--- src/rtl/fetch_pipe_stage.sv ---
// ---------------------------------------------------------------------------
// fetch_pipe_stage
//   PC register, instruction-fetch sequencing and IF/ID pipeline register for
//   the 5-stage 16-bit CPU. Owns the 2-cycle branch-register stall counter,
//   the branch-redirect flush and the HALT freeze.
//
// Ports
//   clk           system clock, all state on the rising edge
//   rst           synchronous active-high reset
//   imem_data     instruction at pc_addr (combinational imem read)
//   pc_addr       current PC to instruction memory
//   stall_sig     load-use stall request from the hazard unit
//   rs_dep        load-to-branch-rs dependency from the hazard unit
//   fd_is_br_reg  IF/ID instruction is a register-indirect branch/jump
//   br_taken      branch/jump in ID resolved taken
//   br_target     redirect address, valid with br_taken
//   fd_instr      IF/ID instruction
//   fd_pc_plus2   IF/ID PC+2
//   fd_valid      IF/ID holds a real instruction
//   stall_active  fetch and IF/ID frozen this cycle
//   halted        HALT latched, fetch frozen
// ---------------------------------------------------------------------------
module fetch_pipe_stage #(
   parameter int               WIDTH     = 16,
   parameter logic [WIDTH-1:0] RESET_PC  = 16'h0000,
   parameter logic [WIDTH-1:0] NOP_INSTR = 16'h0800,
   parameter logic [3:0]       HALT_OP   = 4'h0
) (
   input  logic             clk,
   input  logic             rst,
   input  logic [WIDTH-1:0] imem_data,
   output logic [WIDTH-1:0] pc_addr,
   input  logic             stall_sig,
   input  logic             rs_dep,
   input  logic             fd_is_br_reg,
   input  logic             br_taken,
   input  logic [WIDTH-1:0] br_target,
   output logic [WIDTH-1:0] fd_instr,
   output logic [WIDTH-1:0] fd_pc_plus2,
   output logic             fd_valid,
   output logic             stall_active,
   output logic             halted
);

   typedef enum logic {
      FETCH  = 1'b0,
      HALTED = 1'b1
   } state_e;

   localparam logic [WIDTH-1:0] PC_STEP = WIDTH'(2);

   state_e           state_q,    state_d;
   logic             bst_cnt_q,  bst_cnt_d;
   logic [WIDTH-1:0] pc_q,       pc_d;
   logic [WIDTH-1:0] instr_q,    instr_d;
   logic [WIDTH-1:0] pc_plus2_q, pc_plus2_d;
   logic             valid_q,    valid_d;

   logic             br_stall_req;
   logic             stall;
   logic [WIDTH-1:0] pc_inc;

   // A register-indirect branch whose rs is still being loaded must wait two
   // cycles; only a real instruction in IF/ID can raise the request.
   assign br_stall_req = rs_dep & fd_is_br_reg & valid_q;
   assign stall        = stall_sig | br_stall_req | bst_cnt_q;
   assign pc_inc       = pc_q + PC_STEP;   // wraps modulo 2^WIDTH

   // NOTE: every signal gets a default before any branch so no path leaves it
   // unassigned; that is what keeps this combinational block latch-free.
   always_comb begin
      state_d    = state_q;
      pc_d       = pc_q;
      instr_d    = instr_q;
      pc_plus2_d = pc_plus2_q;
      valid_d    = valid_q;

      // The second stall cycle is unconditional; a new request is only
      // accepted once the counter is back at zero, so overlapping stall_sig
      // and br_stall_req still totals two cycles.
      bst_cnt_d  = bst_cnt_q ? 1'b0 : br_stall_req;

      if (stall) begin
         // Hold everything; a taken branch is ignored because its operands
         // are not ready yet and decode will present it again.
      end else if (br_taken) begin
         pc_d       = br_target;
         instr_d    = NOP_INSTR;
         pc_plus2_d = '0;
         valid_d    = 1'b0;
         state_d    = FETCH;   // also cancels a speculatively fetched HALT
      end else if (state_q == FETCH) begin
         instr_d    = imem_data;
         pc_plus2_d = pc_inc;
         valid_d    = 1'b1;
         if (imem_data[WIDTH-1:WIDTH-4] == HALT_OP) begin
            state_d = HALTED;   // PC parks on the HALT
         end else begin
            pc_d    = pc_inc;
         end
      end else begin
         // HALTED: keep feeding bubbles while older instructions drain.
         instr_d = NOP_INSTR;
         valid_d = 1'b0;
      end
   end

   // NOTE: non-blocking assignments in the clocked block so every register
   // samples the pre-edge values regardless of statement order. The IF/ID
   // contents are reset too, so decode never sees stale data as an instruction.
   always_ff @(posedge clk) begin
      if (rst) begin
         state_q    <= FETCH;
         bst_cnt_q  <= 1'b0;
         pc_q       <= RESET_PC;
         instr_q    <= NOP_INSTR;
         pc_plus2_q <= '0;
         valid_q    <= 1'b0;
      end else begin
         state_q    <= state_d;
         bst_cnt_q  <= bst_cnt_d;
         pc_q       <= pc_d;
         instr_q    <= instr_d;
         pc_plus2_q <= pc_plus2_d;
         valid_q    <= valid_d;
      end
   end

   assign pc_addr      = pc_q;
   assign fd_instr     = instr_q;
   assign fd_pc_plus2  = pc_plus2_q;
   assign fd_valid     = valid_q;
   assign stall_active = stall;
   assign halted       = (state_q == HALTED);

endmodule

--- config.mk ---
export PLATFORM = sky130hd
export DESIGN_NAME = fetch_pipe_stage
export DESIGN_NICKNAME = d
export VERILOG_FILES = /design/src/rtl/fetch_pipe_stage.sv
export SDC_FILE = /design/constraint.sdc
export NUM_CORES = 1
export LEC_CHECK = 0
export CORE_UTILIZATION = 60
export DETAILED_ROUTE_END_ITERATION = 16
export DONT_BUFFER_PORTS = 1
export GPL_TIMING_DRIVEN = 0
export PLACE_DENSITY_LB_ADDON = 0.15
export SKIP_LAST_GASP = 1
export SLEW_MARGIN = 20
export SYNTH_ARGS = -nofsm -noshare
export SYNTH_HDL_FRONTEND = slang
export SYNTH_SLANG_ARGS = --single-unit
--- constraint.sdc ---
create_clock -name clk -period 4.2 [get_ports clk]
set_clock_uncertainty 0.1 [all_clocks]
set_input_delay 1.26 -clock clk [delete_from_list [all_inputs] [get_ports clk]]
set_output_delay 1.26 -clock clk [all_outputs]
set_load 0.05 [all_outputs]
; ---- After elaboration in Yosys (flattened, before gate mapping)
; Index checks and enable logic that the tools add are counted.
[word_totals]
regBits = 51
wordCells = 30
[classes]
add_sub_neg = 1
n_eq_ne = 2
muxes = 12
n_bitwise = 5
n_reduce_logical = 4
[op_table]
columns = op, count
row1 = 16-bit two-way mux, 7
row2 = "16-bit by 2-bit adder with 16-bit output, second input constant", 1
row3 = 1-bit two-way mux, 5
row4 = 4-bit logical NOT, 1
row5 = "2-bit inequality test, second input constant", 2
row6 = 3-bit AND reduction, 1
row7 = 1-bit bitwise AND, 2
row8 = 1-bit OR, 2
row9 = 2-bit AND reduction, 1
row10 = 2-bit OR reduction, 1
row11 = 1-bit NOT, 1

; ---- Longest topological paths before layout
; Gate-level depths: netlist of the first run.
[depth]
depth_word = 6
ltp_mapped = 6

; ---- Worst setup path after synthesis of the first run
; OpenSTA, ideal clock, no wires.
[synth_timing]
path_type = input -> output
from = input rs_dep
to = output stall_active
t_arrival_ps = 2351
slack_ps = 489
stages = 4
cell_sequence = a311oi_2 -> inv_2 -> clkbuf_1 -> clkbuf_1
[synth_between]
elab_chain_cells = 4
[synth_rtl]
columns = item, line
row1 = from (decl), 34  ; input logic rs_dep,
row2 = 1-bit bitwise AND (2 in series), 65  ; assign br_stall_req = rs_dep & fd_is_br_reg & valid_q;
row3 = 1-bit OR (2 in series), 66  ; assign stall = stall_sig | br_stall_req | bst_cnt_q;
row4 = to (decl), 41  ; output logic stall_active,
; No other way between the ends.

; ---- Final worst setup path of the first run
; Ends and elaborated chain as after synthesis.

==> results of run 1 <==
-- worst paths after layout --
| kind | to | slack (ns) | cells after the start |
|---|---|---|---|
| max | stall_active | 0.20 | 4 |
| min | bst_cnt_q | 0.35 | 1 |
| max reg2reg | fd_instr[10] | 1.49 | 6 |
| min reg2reg | bst_cnt_q | 0.35 | 1 |
-- kinds of logic (layout without fill, tap and decap cells) --
logic type / count (synthesis) / after routing / share of synthesized area
fa+ha+maj: 1 / 1 / 0.005361
flops: 51 / 51 / 0.4375
mux: 3 / 3 / 0.01287
buf+inv: 32 / 40 / 0.05576
simple gates: 89 / 89 / 0.1834
xor+xnor: 6 / 6 / 0.02252
compound gates: 92 / 92 / 0.2826
-- flip-flops by register name, indices dropped and copies added, names as in the netlist --
register and flops:
fd_instr 16, fd_pc_plus2 16, pc_addr 16, bst_cnt_q 1
fd_valid 1, halted 1
-- synthesized netlist by cell type (3+ instances only) --
library cell / instances
xnor2_1: 5
clkbuf_1: 15
a22oi_1: 23
and3_1: 3
mux2i_1: 3
buf_2: 7
o31ai_1: 9
dfxtp_1: 51
inv_1: 7
a32o_1: 4
a31oi_1: 4
nor3_1: 6
nor2_1: 30
nand3_1: 18
nand4_1: 4
o21ai_0: 9
a21oi_1: 17
and4_1: 3
o32ai_1: 3
nand2_1: 18
o41ai_1: 3
a311oi_1: 4
-- routing by layer --
metal | vias up | global-route usage | share of wire | routed length (µm)
met1 | 1094 | 0.4158 | 0.41 | 2691
met2 | 123 | 0.4868 | 0.47 | 3042
met3 | 17 | 0.1018 | 0.096 | 629
met5 | - | 0 | 0 | 0
met4 | 0 | 0.1222 | 0.024 | 158
li1 | 1038 | - | - | -
-- where the power goes --
group / leakage, nW / total, W / switching (W) / internal, W
logic: 0.414 / 0.000108 / 0.0000708 / 0.0000370
registers: 0.416 / 0.000598 / 0.0000940 / 0.000504
clock network: 0.0587 / 0.000361 / 0.000180 / 0.000181
-- metrics by stage --
| stage | hold WS [ns] | total power (W) | std cells | instance area [µm²] | util |
|---|---|---|---|---|---|
| CTS | 0.3558 | 0.001064 | 330 | 2510 | 0.6805 |
| detailed placement | 0.3414 | 0.0007143 | 322 | 2394 | 0.6489 |
| floorplan | 0.3194 | 0.0006839 | 274 | 2333 | - |
| global route | 0.3812 | 0.001100 | 330 | 2510 | 0.6805 |
| global placement | 0.3282 | 0.0007108 | 322 | 2394 | 0.6489 |
| finish | 0.3525 | 0.001066 | 330 | 2510 | 0.6805 |
-- final cells by class --
type                    instances  area, µm²
plain buffers                  24      100.1
fillers                       311       1179
inverters                       8      30.03
clock buffers                   5      68.82
multi-input cells             191       1182
flip-flops and latches         51       1021
clock inverters                 3      47.55
well taps                      48      60.06
==> flow_metrics.env, run 1 <==
export IMPL_grt_pass1_vias=2084
export IMPL_htree_levels=2
export IMPL_gr_total_overflow=0
export IMPL_ctsResizeCount=0
export IMPL_worstPathCellList="a311oi_2, inv_2, clkbuf_1, clkbuf_1"
export IMPL_ys_ff_latch=51
export IMPL_peakVddDrop_v=0.0002319
export IMPL_r2r_start="fd_valid"
export IMPL_crit_top_cell="clkbuf_1"
export IMPL_critical_path_buf_inv_count=3
export IMPL_vias=2272
export IMPL_final_cell_mix="51 x dfxtp_1, 30 x nor2_1, 23 x a22oi_1"
export IMPL_rsz0062_at_grt="no"
export IMPL_maxSlewViolCount=0
export IMPL_synth_cell_type_count=44
export IMPL_cts_made_buffers=5
export IMPL_cp_required_ns=2.84
export IMPL_maxSlewHeadroom=0.3287
export IMPL_place_gp_congestion=0.9215
export IMPL_final_setup_viol_count=0
export IMPL_num_rows=22
export IMPL_n_antenna_cell=0
export IMPL_clock_path_buffers=2
export IMPL_drive_gt1_frac=0.07092
export IMPL_ant_nets=0
export IMPL_clockRootBuffer="clkbuf_8"
export IMPL_syn_instance_count=274
export IMPL_cts_setup_buffers=0
export IMPL_grtUsageTotal=0.3186
export IMPL_critPathArrivalTime_ns=2.64
export IMPL_ys_seq_area_frac=0.4375
export IMPL_die_area_um2=4143
export IMPL_startpoint="rs_dep"
export IMPL_io_pins=89
export IMPL_status="finished, final reports clean"
export IMPL_vias_per_cell=6.885
export IMPL_grt_max_degree=18
export IMPL_ys_flop_type="dfxtp_1"
export IMPL_setup_worst_path_class="primary input to primary output"
export IMPL_cp_end_kind="primary output"
export IMPL_post_place_ws_ns=0.2572
export IMPL_crit_slowest_cell="clkbuf_1"
export IMPL_dp_hpwl_mm=4.490
export IMPL_grt_first_pass_wirelength_mm=9.929
export IMPL_clkTransAtPathRegs_ns=0.10
export IMPL_yosys_area_top_type="dfxtp_1"
export IMPL_worstMarginPinSlew_ns=1.007
export IMPL_cts_tree="yes"
export IMPL_yosys_top_cells_area="dfxtp_1 44%, a22oi_1 7.4%, nor2_1 4.8%"
export IMPL_hold_buffers=0
export IMPL_fin_ws_ns=0.1989
export IMPL_synth_edff_count=0
export IMPL_first_pass_iters=7
export IMPL_leakagePower_nw=0.8888
export IMPL_worst_path_dominant_cell_family="buffers and inverters"
export IMPL_max_freq_mhz=249.9
export IMPL_cts_sinks=51
export IMPL_port_buffers=0
export IMPL_die_height_um=64.37
export IMPL_final_common_cell="dfxtp_1"
export IMPL_async_flop_share=0
export IMPL_max_stage_delay_ns=0.80
export IMPL_hold_viol=0
export IMPL_hp_start="bst_cnt_q"
export IMPL_synthToLayoutAreaGrowth_pct=7.560
export IMPL_postSynthAreaPerCell_um2=8.516
export IMPL_clk_latency_ns=0.32
export IMPL_ys_warn_count=0
export IMPL_die_x_um=64.37
export IMPL_powerDensity_nw_per_um2=424.9
export IMPL_wl_per_cell_um=19.76
export IMPL_final_nets=320
export IMPL_start_kind="primary input"
export IMPL_initial_core_util=0.6326
export IMPL_route_detailed_drc=0
export IMPL_cp_max_fo=10
export IMPL_tns_ns=0
export IMPL_hold_path_class="flop to flop"
export IMPL_drt_first_iter_violations=175
export IMPL_core_area_um2=3689
export IMPL_fin_crit_ns=4.001
export IMPL_cap_violations=0
export IMPL_syn_nets=313
export IMPL_synth_top_cell_area_share=0.4375
export IMPL_wirelength_mm=6.522
export IMPL_antenna_found_initial=0
export IMPL_post_route_period_util=0.9526
export IMPL_syn_cell_area_um2=2333
(Power assumes the default switching activity.)
==> run 2, diff against run 1 <==
Settings changed: CORE_ASPECT_RATIO set to 1.75.
==> run 2 against run 1 <==
Final cell count is 0.91% lower; worst setup slack better by 0.052 ns; sequential cell count stayed put; non-clock buffer count stayed put; wire length is 1.2% lower; largest power group unchanged.
==> flow_metrics.env, run 2 (synthesized netlist as in run 1, its figures left out) <==
export IMPL_rsz0062_at_grt="no"
export IMPL_maxSlewHeadroom=0.3698
export IMPL_core_area_um2=3665
export IMPL_crit_top_cell="clkbuf_1"
export IMPL_clk_latency_ns=0.32
export IMPL_ff_latch_area_um2=1021
export IMPL_maxSlewViolCount=0
export IMPL_ctsResizeCount=0
export IMPL_initial_core_util=0.6367
export IMPL_cp_required_ns=2.84
export IMPL_worst_path_dominant_cell_family="buffers and inverters"
export IMPL_worstPathCellList="a311oi_2, inv_2, clkbuf_1, clkbuf_1"
export IMPL_setup_worst_path_class="primary input to primary output"
export IMPL_max_freq_mhz=253.3
export IMPL_n_antenna_cell=0
export IMPL_route_detailed_drc=0
export IMPL_cts_setup_buffers=0
export IMPL_gr_total_overflow=0
export IMPL_grt_pass1_vias=2165
export IMPL_wl_per_cell_um=19.70
export IMPL_max_stage_delay_ns=0.76
export IMPL_dp_hpwl_mm=4.530
export IMPL_place_gp_congestion=0.9889
export IMPL_clkTransAtPathRegs_ns=0.08
export IMPL_final_common_cell="dfxtp_1"
export IMPL_hold_path_class="flop to flop"
export IMPL_final_cell_mix="51 x dfxtp_1, 30 x nor2_1, 23 x a22oi_1"
export IMPL_powerDensity_nw_per_um2=416.4
export IMPL_placed_area_um2=2391
export IMPL_die_height_um=84.50
export IMPL_port_buffers=0
export IMPL_vias=2241
export IMPL_tns_ns=0
export IMPL_drive_gt1_frac=0.06406
export IMPL_critical_path_buf_inv_count=3
export IMPL_post_route_period_util=0.9402
export IMPL_final_setup_viol_count=0
export IMPL_synthToLayoutAreaGrowth_pct=6.863
export IMPL_status="finished, final reports clean"
export IMPL_die_area_um2=4152
export IMPL_design_area_um2=2494
export IMPL_hold_buffers=0
export IMPL_grt_first_pass_wirelength_mm=10.36
export IMPL_cts_made_buffers=5
export IMPL_critPathArrivalTime_ns=2.59
export IMPL_fin_crit_ns=3.949
export IMPL_worstMarginPinSlew_ns=0.9452
export IMPL_vias_per_cell=6.853
export IMPL_crit_slowest_cell="clkbuf_1"
export IMPL_antenna_found_initial=0
export IMPL_start_kind="primary input"
export IMPL_peakVddDrop_v=0.0003473
export IMPL_cp_max_fo=10
export IMPL_ant_nets=0
export IMPL_final_nets=320
export IMPL_cp_end_kind="primary output"
export IMPL_cts_tree="yes"
export IMPL_io_pins=89
export IMPL_clock_path_buffers=2
export IMPL_dp_cells=320
export IMPL_wirelength_mm=6.441
export IMPL_first_pass_iters=4
export IMPL_leakagePower_nw=0.8813
export IMPL_cts_sinks=51
export IMPL_die_x_um=49.14
export IMPL_grtUsageTotal=0.3253
export IMPL_hold_worst_slack_ns=0.3496
export IMPL_layout_cells_non_filler=327
export IMPL_grt_max_degree=15
export IMPL_htree_levels=2
export IMPL_drt_first_iter_violations=135
export IMPL_n_fill_cell=332
export IMPL_clockRootBuffer="clkbuf_8"
export IMPL_cap_violations=0
export IMPL_hold_viol=0
export IMPL_multiInputGateArea_um2=1182
export IMPL_num_rows=29
==> run 2: per-stage QoR <==
| stage | power [W] | worst slack, ns | utilization |
|---|---|---|---|
| finish | 0.001038 | 0.2513 | 0.6804 |
| CTS | 0.001038 | 0.2491 | 0.6804 |
| detailed placement | 0.0007139 | 0.2463 | 0.6524 |
| global placement | 0.0007109 | 0.2596 | 0.6524 |
| global route | 0.001067 | 0.1580 | 0.6804 |
| floorplan | 0.0006839 | 0.4890 | - |
==> run 2: final timing paths <==
| kind | from | to | slack, ns | depth (start not counted) |
|---|---|---|---|---|
| worst max register to register | fd_valid | fd_instr[14] | 1.55 | 6 |
| worst min-delay path | bst_cnt_q | bst_cnt_q | 0.35 | 1 |
| worst min register to register | bst_cnt_q | bst_cnt_q | 0.35 | 1 |
| worst max-delay path | rs_dep | stall_active | 0.25 | 4 |
==> run 2: area by class of cell <==
cell class / count / share of cell area
multi-input combinational: 191 / 0.4742
clock buffer: 6 / 0.02910
buffer: 24 / 0.04014
clock inverter: 1 / 0.01204
sequential: 51 / 0.4094
tap: 46 / 0.02308
inverter: 8 / 0.01204
==> run 2: routing by layer <==
| metal | GRT usage | part of all wire |
|---|---|---|
| met1 | 0.3478 | 0.36 |
| met2 | 0.5803 | 0.51 |
| met3 | 0.09058 | 0.098 |
| met4 | 0.1390 | 0.025 |
| met5 | 0 | 0 |
==> run 2: power breakdown <==
group / internal [W] / switching (W)
logic: 0.0000369 / 0.0000703
registers: 0.000504 / 0.0000948
clock network: 0.000175 / 0.000158
total: 0.000715 / 0.000323
